==> src/rtl/matrix_pkg.sv <==
// Shared sizing constants and FSM state type for the matrix subtract sequencer.
package matrix_pkg;

  localparam int unsigned N     = 5;
  localparam int unsigned W     = 8;
  localparam int unsigned MAT_W = N * N * W;
  localparam int unsigned CNT_W = 5;

  typedef enum logic [1:0] {
    StIdle,
    StLoad,
    StRun,
    StDone
  } state_e;

endpackage

==> src/rtl/elem_subtractor.sv <==
// Single W-bit two's-complement subtractor with signed-overflow detection.
module elem_subtractor
  import matrix_pkg::*;
#(
  parameter int unsigned W = matrix_pkg::W
) (
  input  logic [W-1:0] i_a,
  input  logic [W-1:0] i_b,
  output logic [W-1:0] o_diff,
  output logic         o_ovf
);

  // Difference wraps modulo 2^W; overflow when operand signs differ and the
  // result sign disagrees with the minuend.
  always_comb begin
    o_diff = i_a - i_b;
    o_ovf  = (i_a[W-1] != i_b[W-1]) && (o_diff[W-1] != i_a[W-1]);
  end

endmodule

==> src/rtl/matrix_sub_sequencer.sv <==
// Element-serial matrix subtractor: captures A and B, then computes A-B one
// element per cycle through a single shared subtractor.
module matrix_sub_sequencer
  import matrix_pkg::*;
#(
  parameter int unsigned N = matrix_pkg::N,
  parameter int unsigned W = matrix_pkg::W
) (
  input  logic             clk,
  input  logic             rst_n,
  input  logic             in_valid,
  output logic             in_ready,
  input  logic [N*N*W-1:0] matrix_A,
  input  logic [N*N*W-1:0] matrix_B,
  input  logic             abort,
  output logic             busy,
  output logic             out_valid,
  input  logic             out_ready,
  output logic [N*N*W-1:0] result_out,
  output logic             overflow,
  output logic [N*N-1:0]   ovf_mask
);

  localparam logic [CNT_W-1:0] LastIdx = CNT_W'(N * N - 1);

  state_e             r_state;
  state_e             w_state_d;
  logic [N*N*W-1:0]   r_a;
  logic [N*N*W-1:0]   r_b;
  logic [CNT_W-1:0]   r_idx;
  logic [N*N*W-1:0]   r_result;
  logic [N*N-1:0]     r_ovf_mask;
  logic [W-1:0]       w_a_elem;
  logic [W-1:0]       w_b_elem;
  logic [W-1:0]       w_diff;
  logic               w_ovf;

  assign w_a_elem = r_a[r_idx*W +: W];
  assign w_b_elem = r_b[r_idx*W +: W];

  elem_subtractor #(
    .W(W)
  ) u_elem_subtractor (
    .i_a   (w_a_elem),
    .i_b   (w_b_elem),
    .o_diff(w_diff),
    .o_ovf (w_ovf)
  );

  // Next-state logic; abort only matters while an operation is in flight.
  always_comb begin
    w_state_d = r_state;
    unique case (r_state)
      StIdle: if (in_valid) w_state_d = StLoad;
      StLoad: w_state_d = abort ? StIdle : StRun;
      StRun: begin
        if (abort) begin
          w_state_d = StIdle;
        end else if (r_idx == LastIdx) begin
          w_state_d = StDone;
        end
      end
      StDone: if (out_ready) w_state_d = StIdle;
      default: w_state_d = StIdle;
    endcase
  end

  // State register with synchronous active-low reset.
  always_ff @(posedge clk) begin
    if (!rst_n) begin
      r_state <= StIdle;
    end else begin
      r_state <= w_state_d;
    end
  end

  // Operand capture, element counter and result/overflow accumulation.
  always_ff @(posedge clk) begin
    if (!rst_n) begin
      r_a        <= '0;
      r_b        <= '0;
      r_idx      <= '0;
      r_result   <= '0;
      r_ovf_mask <= '0;
    end else begin
      unique case (r_state)
        StIdle: begin
          if (in_valid) begin
            r_a        <= matrix_A;
            r_b        <= matrix_B;
            r_idx      <= '0;
            r_result   <= '0;
            r_ovf_mask <= '0;
          end
        end
        StLoad: begin
          r_idx <= '0;
          if (abort) begin
            r_result   <= '0;
            r_ovf_mask <= '0;
          end
        end
        StRun: begin
          if (abort) begin
            r_idx      <= '0;
            r_result   <= '0;
            r_ovf_mask <= '0;
          end else begin
            r_result[r_idx*W +: W] <= w_diff;
            r_ovf_mask[r_idx]      <= w_ovf;
            r_idx                  <= r_idx + 1'b1;
          end
        end
        StDone: ;
        default: ;
      endcase
    end
  end

  // Handshake and status outputs decoded from the state register.
  always_comb begin
    in_ready   = (r_state == StIdle);
    busy       = (r_state == StLoad) || (r_state == StRun);
    out_valid  = (r_state == StDone);
    result_out = r_result;
    ovf_mask   = r_ovf_mask;
    overflow   = |r_ovf_mask;
  end

endmodule

==> config.mk <==
export PLATFORM = sky130hd
export DESIGN_NAME = matrix_sub_sequencer
export DESIGN_NICKNAME = d
export VERILOG_FILES = /design/src/rtl/matrix_pkg.sv /design/src/rtl/elem_subtractor.sv /design/src/rtl/matrix_sub_sequencer.sv
export SDC_FILE = /design/constraint.sdc
export NUM_CORES = 1
export LEC_CHECK = 0
export BUFFER_PORTS_ARGS = -buffer_cell sky130_fd_sc_hd__buf_2
export CAP_MARGIN = 5
export CORE_ASPECT_RATIO = 0.7
export CORE_MARGIN = 4
export CORE_UTILIZATION = 45
export CTS_BUF_LIST = sky130_fd_sc_hd__clkbuf_8
export CTS_CLUSTER_DIAMETER = 120
export DETAILED_ROUTE_END_ITERATION = 8
export PLACE_DENSITY = 0.71
export SLEW_MARGIN = 0
export SYNTH_ARGS = -nofsm -noshare
export SYNTH_HDL_FRONTEND = slang
export SYNTH_SLANG_ARGS = --single-unit
==> constraint.sdc <==
create_clock -name clk -period 4.8 [get_ports clk]
set_input_delay 0.24 -clock clk [delete_from_list [all_inputs] [get_ports clk]]
set_output_delay 0.24 -clock clk [all_outputs]
set_load 0.01 [all_outputs]
=== Word-level counts from Yosys, hierarchy flattened ===
Cells that the tools add are included.

* Flip-flop bits (word level): 632
* Input port bits: 405
* Logic and storage cells: 56

* Add/sub/neg operators: 3
* Order comparisons: 2
* Eq/ne operators: 10
* Shift operators: 4
* Multiplexer cells: 21
* Reduce and logical (&&, ||, !) cells: 10

{| class="wikitable"
|+ Operators with widths
! operator !! number
|-
| 200-bit two-way mux || 3
|-
| 200-bit one-hot mux with 3 select lines || 1
|-
| 200-bit by 9-bit variable part select with 8-bit output || 2
|-
| 200-bit bitwise mux || 1
|-
| 8-bit by 34-bit variable shift with 200-bit output (first input constant) || 1
|-
| 8-bit by 34-bit variable part select with 200-bit output || 1
|-
| 25-bit two-way mux || 3
|-
| 25-bit one-hot mux with 3 select lines || 1
|-
| 8-bit negation with 34-bit output || 1
|-
| 25-bit bitwise mux || 1
|-
| 25-bit OR reduction || 1
|-
| 5-bit one-hot mux with 3 select lines || 1
|-
| 2-bit two-way mux || 5
|-
| 5-bit two-way mux || 2
|-
| 2-bit one-hot mux with 4 select lines || 1
|-
| 8-bit subtractor || 1
|-
| 5-bit by 6-bit < comparator with 1-bit output (second input constant) || 1
|-
| 3-bit AND reduction || 2
|-
| 5-bit by 1-bit adder with 5-bit output (second input constant) || 1
|-
| 1-bit demux with 5-bit select || 1
|-
| 5-bit == test (second input constant) || 1
|-
| 5-bit by 1-bit >= comparator with 1-bit output (second input constant) || 1
|-
| 2-bit == test (second input constant) || 2
|-
| 2-bit inequality test (second input constant) || 2
|-
| other kinds (10) || 13
|}

=== Longest topological paths before layout ===
Gate-level depths: netlist (run 1).

* Depth in word-level cells: 7
* Gate-level depth with buffers: 19

=== Hierarchy ===
A second synthesis (run 1) with hierarchy kept.

* Cell total of the unflattened synthesis: 3105
* Area, all modules: 27730.3 um^2

{| class="wikitable"
|+ By module, submodules not included
! module !! times used !! cells each !! area each (um^2)
|-
| matrix_sub_sequencer || 1 || 3051 || 27350.0
|-
| elem_subtractor || 1 || 54 || 380.4
|}

=== Worst setup path before layout (run 1) ===
Ideal clock, no wire load.

* Kind: register to register
* Start point: register r_idx[0]
* End point: register r_result[30], in the netlist result_out[30]
* Library setup time: 0.066 ns
* Arrival time: 4.563 ns
* Slack: 0.171 ns
* Stages on the path, launching flop included: 19
* Cells stage by stage: dfxtp_1 > buf_4 > buf_2 > buf_2 > buf_2 > mux4_2 > a22oi_1 > o221a_2 > ha_1 > inv_1 > fa_1 > a21o_1 > a21oi_1 > o21bai_1 > a21oi_1 > mux2i_1 > clkbuf_1 > a22oi_1 > nor2b_1

* Longest elaborated chain between the ends: 6
* Elaborated cells on any way between the ends: 9

{| class="wikitable"
|+ RTL lines
! what !! RTL line !! RTL
|-
| start: declaration || matrix_sub_sequencer.sv:30 || <nowiki>logic [CNT_W-1:0] r_idx;</nowiki>
|-
| start signal: assignment || matrix_sub_sequencer.sv:111 || <nowiki>r_idx <= r_idx + 1'b1;</nowiki>
|-
| 200-bit by 9-bit variable part select with 8-bit output (on tied branches) || matrix_sub_sequencer.sv:38, matrix_sub_sequencer.sv:39 ||
|-
| 8-bit subtractor || elem_subtractor.sv:16 || <nowiki>o_diff = i_a - i_b;</nowiki>
|-
| 8-bit by 34-bit variable part select with 200-bit output || matrix_sub_sequencer.sv:109 || <nowiki>r_result[r_idx*W +: W] <= w_diff;</nowiki>
|-
| 200-bit bitwise mux (*) || matrix_sub_sequencer.sv:109 ||
|-
| 200-bit two-way mux (*) || matrix_sub_sequencer.sv:104 || <nowiki>if (abort) begin</nowiki>
|-
| 200-bit one-hot mux with 3 select lines (*) || matrix_sub_sequencer.sv:86 || <nowiki>unique case (r_state)</nowiki>
|-
| end signal: indexed assignment || matrix_sub_sequencer.sv:109 ||
|-
| end: declaration || matrix_sub_sequencer.sv:31 || <nowiki>logic [N*N*W-1:0] r_result;</nowiki>
|}

Mark *: on every way between the ends. The rest lies on a longest branch, timed or not.
A chain may end at the register's enable or synchronous reset.

=== Final worst setup path (run 1) ===
* Start point: register r_idx[0]
* End point: register r_ovf_mask[21], in the netlist ovf_mask[21]

* Longest elaborated chain between the ends: 7
* Elaborated cells on any way between the ends: 14

{| class="wikitable"
|+ RTL lines
! what !! RTL line !! RTL
|-
| 200-bit by 9-bit variable part select with 8-bit output, or another cell as far along || matrix_sub_sequencer.sv:38 || <nowiki>assign w_a_elem = r_a[r_idx*W +: W];</nowiki>
|-
| 8-bit subtractor / 1-bit logical AND (equally long branches) || elem_subtractor.sv:16, matrix_sub_sequencer.sv:110 ||
|-
| 1-bit inequality test / 1-bit two-way mux (equally long branches) || elem_subtractor.sv:17, matrix_sub_sequencer.sv:110 ||
|-
| 1-bit logical AND / 1-bit demux with 5-bit select (equally long branches) || elem_subtractor.sv:17, matrix_sub_sequencer.sv:110 ||
|-
| 25-bit bitwise mux (*) || matrix_sub_sequencer.sv:110 || <nowiki>r_ovf_mask[r_idx] <= w_ovf;</nowiki>
|-
| 25-bit two-way mux (*) || matrix_sub_sequencer.sv:104 ||
|-
| 25-bit one-hot mux with 3 select lines (*) || matrix_sub_sequencer.sv:86 ||
|-
| end signal: indexed assignment || matrix_sub_sequencer.sv:110 ||
|-
| end: declaration || matrix_sub_sequencer.sv:32 || <nowiki>logic [N*N-1:0] r_ovf_mask;</nowiki>
|}

Marks and branches as above.

==> impl_summary.txt, run 1 <==
----------------------------------------------------
[Status]
  Run status ... completed

[Min path]
  Hold Path Stages ... 2
  Worst min-delay path endpoint ... r_b[180]$_SDFFE_PN0P_
  Path class of the lowest-slack min-delay path ... input pin to flop
  HP Start ... rst_n

[Yosys]
  Post-synthesis mux area share ... 0.0857
  Post-synthesis share of cell area spent on xor and xnor gates ... 0.00474
  EDFF count, synth ... 0
  Post-synthesis async set-or-reset flop share ... 0
  Adder-cell share of the synthesized area ... 0.00802
  Area fraction in compound gates after synthesis ... 0.206
  Total of flip-flops plus latches after synthesis ... 632
  Synthesized Nets ... 3478
  Dominant combinational cell family by area after synthesis ... compound AO/OA/AOI/OAI gates
  Warning count from the yosys run ... 0
  Simple-Gate Fraction of Synth Area ... 0.196
  Sequential area share after synthesis ... 0.461
  Gate count after technology mapping ... 3056
  Mapped cell area ... 27400 sq um
  Number of distinct library cells after synthesis ... 67
  Avg Cell Area, Syn ... 8.98 sq um
  Primary FF master, synth ... dfxtp_1

[Cells and area]
  Synthesis-to-finish area growth ... 36.0%
  Fraction of layout instances using a drive strength above 1 ... 0.240
  Post-layout nets ... 4432
  Count of filler cells inserted in the layout ... 4830
  Area used by multi-input combinational logic ... 13800 sq um
  Sequential cell area ... 12700 sq um
  Cell area after layout ... 37300 sq um

[Worst setup path]
  Type of the worst setup path ... flop to flop
  Chain of cells forming the critical path ... buf_12, mux4_2, a22oi_1, o221ai_1, ha_1, nor2b_1, o21ai_0, a21oi_1, or3b_2, a211o_1, a21oi_4, buf_12, a41o_1
  Arrival time worst endpoint ... 5000 ps
  Most common cell type on the critical path ... buf_12
  CP delay by family, top ... compound AO/OA/AOI/OAI gates
  Worst reg2reg path startpoint ... r_idx[0]$_SDFFE_PN0P_
  Req. time, crit path ... 5430 ps
  Delay contributed by the slowest stage of the critical path ... 630 ps
  Startpoint type of the worst setup path ... flop
  Maximum fanout encountered on the critical timing path ... 25
  R2r worst-path depth ... 13
  Kind of end point of the critical path ... flop
  RR Endpoint ... ovf_mask[21]$_SDFFE_PN0P_
  Cell type of the slowest stage on the worst timing path ... dfxtp_4
  WP buf/inv ... 2
  Register-to-register path setup slack ... 430 ps

[Floorplanning]
  Die ar. ... 65100 sq um
  Io pins ... 634
  Row count ... 75
  Area of the core ... 60200 sq um
  Horiz. Die Dim ... 303 microns
  Chip Height ... 215 microns
  Starting Density ... 0.456

[Global route]
  Maximum number of pins on one net before global-route repair ... 215
  Number of global-route vias before repair ... 27.6k
  Leftover overflow at the end of global routing ... 0
  Global-route usage over all layers ... 0.333
  Wire length of the first global-routing pass ... 167 mm
  Initial antenna violation count ... 20

[Timing]
  Aggregate negative setup slack ... 0 ps
  Relative slew slack ... 0.196
  Final Hold Violating Endpoints ... 0
  Achievable Freq ... 0.229 GHz
  Transition time of the tightest slew-check pin ... 1200 ps
  Fin Clk Skew ... 27.4 ps
  Crit share post-route ... 0.910
  Min cycle time layout ... 4370 ps
  Worst hold-check slack ... 43.4 ps
  Setup repair after global routing missed its margin ... no
  Total of endpoints with negative setup slack in the final report ... 0
  Final number of max-transition violations ... 0

[Pwr]
  Overall Power ... 0.0122 W
  Pleak ... 15.2 nW
  Power share of the clock group ... 0.372
  Seq pwr share ... 0.463
  Switching component of the power ... 0.00353 W
  Internal power component ... 0.00866 W
  Comb power frac ... 0.164
  Fraction of power spent switching nets ... 0.290
  Pwr per Cell Area ... 326 nW/um^2
  Largest voltage drop on the vdd net ... 0.000194 V

[Place]
  Placed standard-cell area ... 31300 sq um
  Placed wire-length estimate after detailed placement ... 71.4 mm
  Port Buffers ... 633
  RePlAce Congestion ... 0.895

[Run]
  Number of max-capacitance violations reported ... 0

[Route]
  Total via count after detailed routing ... 28.1k
  Number of remaining DRC errors ... 0
  Sum of routed wire length over all layers ... 112 mm
  Number of iterations in the first detailed-routing pass ... 7
  DRT iter0 DRCs ... 3159
  Wirelength per Cell ... 22.8 microns
  Via density per instance ... 5.73
  Routed Antenna Nets ... 0

[Clock network]
  TritonCTS clock tree ... built
  Post-cts gate resize count ... 0
  CTS clock-pin slew for the worst setup and hold paths ... 70 ps
  CTS H-tree depth ... 3
  Clock Latency Late Sink ... 700 ps
  Inserted Clock Buffers ... 98
  Longest Clk Path Bufs ... 3
  Sinks on the clock net ... 632
  Clk root buf ... clkbuf_8

----------------------------------------------------
## synth_stat cells, types with 18 or more instances
library cell,count,share of area
nand3_1,59,0.011
a21oi_1,47,0.0086
mux4_2,91,0.075
a21boi_0,419,0.11
a22oi_1,158,0.043
nor2_1,49,0.0067
nand2_1,915,0.13
mux2i_1,18,0.0066
buf_2,19,0.0035
clkbuf_1,214,0.029
dfxtp_1,632,0.46
nor2b_1,151,0.034
a41o_1,24,0.0088
o31ai_1,21,0.0057
a31oi_1,40,0.0091
## worst max path at each step
stage,start,to,cells after the start,slack (ps)
floorplan,r_idx[0]$_SDFFE_PN0P_,result_out[30]$_SDFFE_PN0P_,18,170
global placement,r_idx[0]$_SDFFE_PN0P_,ovf_mask[12]$_SDFFE_PN0P_,13,280
detailed placement,r_idx[0]$_SDFFE_PN0P_,ovf_mask[21]$_SDFFE_PN0P_,13,210
CTS,r_idx[0]$_SDFFE_PN0P_,ovf_mask[24]$_SDFFE_PN0P_,13,220
global route,r_idx[0]$_SDFFE_PN0P_,ovf_mask[24]$_SDFFE_PN0P_,13,220
finish,r_idx[0]$_SDFFE_PN0P_,ovf_mask[21]$_SDFFE_PN0P_,13,430
## sequential cells by signal, indices dropped and copies added (netlist names)
register    count
r_a           200
r_idx           5
result_out    200
r_b           200
ovf_mask       25
r_state         2
## worst register-to-register path: cells and delay by family, from the launching register on
| family | cells | cell delay, ps |
|---|---|---|
| compound gates | 7 | 1680 |
| simple gates | 2 | 640 |
| flops | 1 | 630 |
| mux | 1 | 580 |
| buf+inv | 2 | 470 |
| fa+ha+maj | 1 | 320 |
## through the flow
| step | util | std cells | worst slack, ps |
|---|---|---|---|
| CTS | 0.620 | 4891 | 220 |
| floorplan | - | 3056 | 171 |
| global route | 0.621 | 4899 | 218 |
| finish | 0.621 | 4901 | 431 |
| global placement | 0.521 | 4314 | 284 |
| detailed placement | 0.521 | 4314 | 212 |
## power groups by stage
stage	Combinational (W)	Sequential (W)	Clock (W)
after global routing	0.00215	0.00566	0.00484
after floorplan	0.00104	0.00568	0
after detailed placement	0.00165	0.00575	0
final	0.00200	0.00564	0.00454
after CTS	0.00191	0.00563	0.00458
after global placement	0.00163	0.00574	0
## cell type report
class / count / area share
Inverter: 14 / 0.00141
Clock inverter: 54 / 0.00794
Multi-Input combinational cell: 2161 / 0.369
Antenna cell: 9 / 0.000603
Timing Repair Buffer: 1103 / 0.211
Sequential cell: 632 / 0.339
Tap cell: 808 / 0.0271
Clock buffer: 120 / 0.0442
## cell usage in the layout, fill, tap and decap left out, types with 49 or more instances in the layout
cell type and count:
buf_4 54, dlygate4sd3_1 403, a21boi_0 419, nor2b_1 150, nand3_1 59, nor2_1 49, nand2_1 914, buf_2 632
a22oi_1 158, dfxtp_1 629, mux4_2 91, clkbuf_8 120
## logic make-up (layout without fill, tap and decap cells)
family / count (synthesis) / after routing
simple gates: 1251 / 1251
compound gates: 761 / 761
flops: 632 / 632
buf+inv: 263 / 1291
mux: 118 / 118
fa+ha+maj: 17 / 17
xor+xnor: 14 / 14
other cells: 0 / 9
## metal layers
metal / wire length, microns / global-route usage / vias up
met1: 45100 / 0.450 / 13295
li1: - / - / 12516
met2: 48200 / 0.492 / 1760
met4: 7010 / 0.192 / 16
met3: 11100 / 0.0720 / 490
met5: 91 / 0 / -
## what timing repair did
action | CTS | global route
endpoints found under the setup margin | 0 | 33
endpoints found under the hold margin | 402 | 0
setup buffers | 0 | 1
hold buffers | 403 | 0
Note: power is estimated with default switching activity, not from simulation.
==> run 2, diff against run 1 <==
Settings changed: CTS_BUF_LIST sky130_fd_sc_hd__clkbuf_8 to not set, SETUP_SLACK_MARGIN set to 0.15.
==> run 2 against run 1 <==
Global-route usage is 0.24 points lower. Register-to-register slack hardly changed. Design area hardly changed. Via count is 0.64% lower. Clock-buffer cell count is 35 lower. Sequential share of layout area hardly changed. Wire length is 0.46% lower. Setup slack worse by 11 ps. Highest routed layer unchanged.
==> impl_summary.txt, run 2 (synthesis gave the netlist of run 1 again) <==
----------------------------------------------------
[Worst setup path]
  RR Endpoint ... ovf_mask[21]$_SDFFE_PN0P_
  Startpoint type of the worst setup path ... flop
  Req. time, crit path ... 5340 ps
  WP buf/inv ... 2
  Chain of cells forming the critical path ... buf_4, mux4_2, mux2i_1, o221ai_1, ha_1, nor2b_1, o21ai_0, a21oi_1, or3b_2, a211o_1, a21oi_4, buf_12, a41o_1
  Type of the worst setup path ... flop to flop
  Maximum fanout encountered on the critical timing path ... 25
  Arrival time worst endpoint ... 4920 ps
  Worst reg2reg path startpoint ... r_idx[0]$_SDFFE_PN0P_
  Kind of end point of the critical path ... flop
  CP delay by family, top ... compound AO/OA/AOI/OAI gates
  Delay contributed by the slowest stage of the critical path ... 620 ps
  Register-to-register path setup slack ... 420 ps
  R2r worst-path depth ... 13
  Cell type of the slowest stage on the worst timing path ... dfxtp_4

[Cells and area]
  Synthesis-to-finish area growth ... 36.0%
  Count of filler cells inserted in the layout ... 4790
  Non-Filler Instances ... 4829
  Leading cell type in the layout, fill and taps excluded ... nand2_1
  Fraction of layout instances using a drive strength above 1 ... 0.233
  Leading cell types in the layout, fill and taps excluded ... 914 x nand2_1, 632 x buf_2, 629 x dfxtp_1, 419 x a21boi_0, 399 x dlygate4sd3_1
  Post-layout nets ... 4390

[Floorplanning]
  Io pins ... 634
  Starting Density ... 0.456
  Area of the core ... 60200 sq um
  Row count ... 75
  Chip Height ... 215 microns
  Die ar. ... 65100 sq um
  Horiz. Die Dim ... 303 microns

[Place]
  Placed wire-length estimate after detailed placement ... 71.4 mm
  Post-Place Worst Slack ... 212 ps
  RePlAce Congestion ... 0.895
  Cell count after placement ... 4314
  Port Buffers ... 633

[Timing]
  Crit path setup slack, layout ... 420 ps
  Min cycle time layout ... 4380 ps
  Aggregate negative setup slack ... 0 ps
  Achievable Freq ... 0.228 GHz
  Final number of max-transition violations ... 0
  Transition time of the tightest slew-check pin ... 1220 ps
  Relative slew slack ... 0.185
  Fin Clk Skew ... 26.2 ps
  Worst hold-check slack ... 57.7 ps
  Crit share post-route ... 0.913
  Final Hold Violating Endpoints ... 0
  Setup repair after global routing missed its margin ... no
  Total of endpoints with negative setup slack in the final report ... 0

[Min path]
  Path class of the lowest-slack min-delay path ... input pin to flop
  HP Start ... matrix_A[47]
  Hold Path Stages ... 3
  Worst min-delay path endpoint ... r_a[47]$_SDFFE_PN0P_

[Route]
  Wirelength per Cell ... 23.0 microns
  Via density per instance ... 5.78
  Number of remaining DRC errors ... 0
  Total via count after detailed routing ... 27.9k
  Routed Antenna Nets ... 0
  Sum of routed wire length over all layers ... 111 mm
  DRT iter0 DRCs ... 3205
  Number of iterations in the first detailed-routing pass ... 5

[Global route]
  Maximum number of pins on one net before global-route repair ... 215
  Initial antenna violation count ... 17
  Number of global-route vias before repair ... 27.2k
  Leftover overflow at the end of global routing ... 0
  Wire length of the first global-routing pass ... 166 mm
  Global-route usage over all layers ... 0.331

[Clock network]
  Post-cts gate resize count ... 0
  Clock Latency Late Sink ... 620 ps
  TritonCTS clock tree ... built
  CTS clock-pin slew for the worst setup and hold paths ... 60 ps
  Clk root buf ... clkbuf_16
  Longest Clk Path Bufs ... 3
  Sinks on the clock net ... 632
  CTS H-tree depth ... 2
  Inserted Clock Buffers ... 60

[Pwr]
  Pwr per Cell Area ... 335 nW/um^2
  Pleak ... 15.1 nW
  Largest voltage drop on the vdd net ... 0.000223 V

[Status]
  Run status ... completed

[Run]
  Number of max-capacitance violations reported ... 0

----------------------------------------------------
[run 2: cell count changes in the layout (fill, tap and decap cells not counted)]
cell | before | now
bufinv_16 | 1 | 4
clkbuf_1 | 0 | 10
clkbuf_16 | 0 | 60
clkbuf_8 | 120 | 15
clkinv_2 | 11 | 8
clkinv_4 | 0 | 2
clkinv_8 | 2 | 1
clkinvlp_4 | 3 | 2
diode_2 | 9 | 11
dlygate4sd3_1 | 403 | 399
inv_1 | 45 | 11
inv_8 | 1 | 0
[run 2: metrics by stage]
step                      cell area, sq um   util  total power [W]
final                                37300  0.621           0.0125
after global routing                 37300  0.620           0.0129
after CTS                            37300  0.620           0.0124
after detailed placement             31300  0.521          0.00739
after global placement               31300  0.521          0.00738
after floorplan                      27400      -          0.00672
[run 2: worst max path at each step]
stage | startpoint | endpoint | depth (start not counted)
after global routing | r_idx[0]$_SDFFE_PN0P_ | ovf_mask[6]$_SDFFE_PN0P_ | 13
after detailed placement | r_idx[0]$_SDFFE_PN0P_ | ovf_mask[21]$_SDFFE_PN0P_ | 13
final | r_idx[0]$_SDFFE_PN0P_ | ovf_mask[21]$_SDFFE_PN0P_ | 13
after floorplan | r_idx[0]$_SDFFE_PN0P_ | result_out[30]$_SDFFE_PN0P_ | 18
after global placement | r_idx[0]$_SDFFE_PN0P_ | ovf_mask[12]$_SDFFE_PN0P_ | 13
after CTS | r_idx[0]$_SDFFE_PN0P_ | ovf_mask[21]$_SDFFE_PN0P_ | 13
[run 2: per-layer routing]
layer	vias to the layer above	wire length, microns	track usage	share of wire
li1	12411	-	-	-
met1	13389	45800	0.449	0.41
met2	1613	48200	0.488	0.43
met3	473	9750	0.0669	0.088
met4	12	7210	0.194	0.065
met5	-	72	0	0.00065
[run 2: layout make-up]
cell class,count,area [sq um],area share
diodes,11,27.5,0.000737
clock buffers,85,1750,0.0468
clock inverters,19,226,0.00607
inverters,14,52.6,0.00141
multi-input cells,2161,13800,0.369
flip-flops and latches,632,12700,0.339
well taps,808,1010,0.0271
repair buffers,1099,7840,0.210
[run 2: power breakdown]
| group | internal, W | switching, W | total, W |
|---|---|---|---|
| combinational | 0.000843 | 0.00116 | 0.00201 |
| sequential | 0.00549 | 0.000154 | 0.00564 |
| clock | 0.00273 | 0.00211 | 0.00484 |
| total | 0.00906 | 0.00342 | 0.0125 |
[run 2: worst register-to-register path, delay by kind of cell, from the launching register on]
family	cells	cell delay [ps]
flip-flops	1	620
AO/OA/AOI/OAI	6	1350
AND/OR/NAND/NOR	2	650
buffers and inverters	2	520
adder cells (fa/ha/maj)	1	320
multiplexers	2	850
[run 2: repair_timing]
action                     4_1_cts  5_1_grt
hold endpoints to repair       399        0
buffers inserted                 0        1
hold buffers                   399        0
setup endpoints to repair        0       67
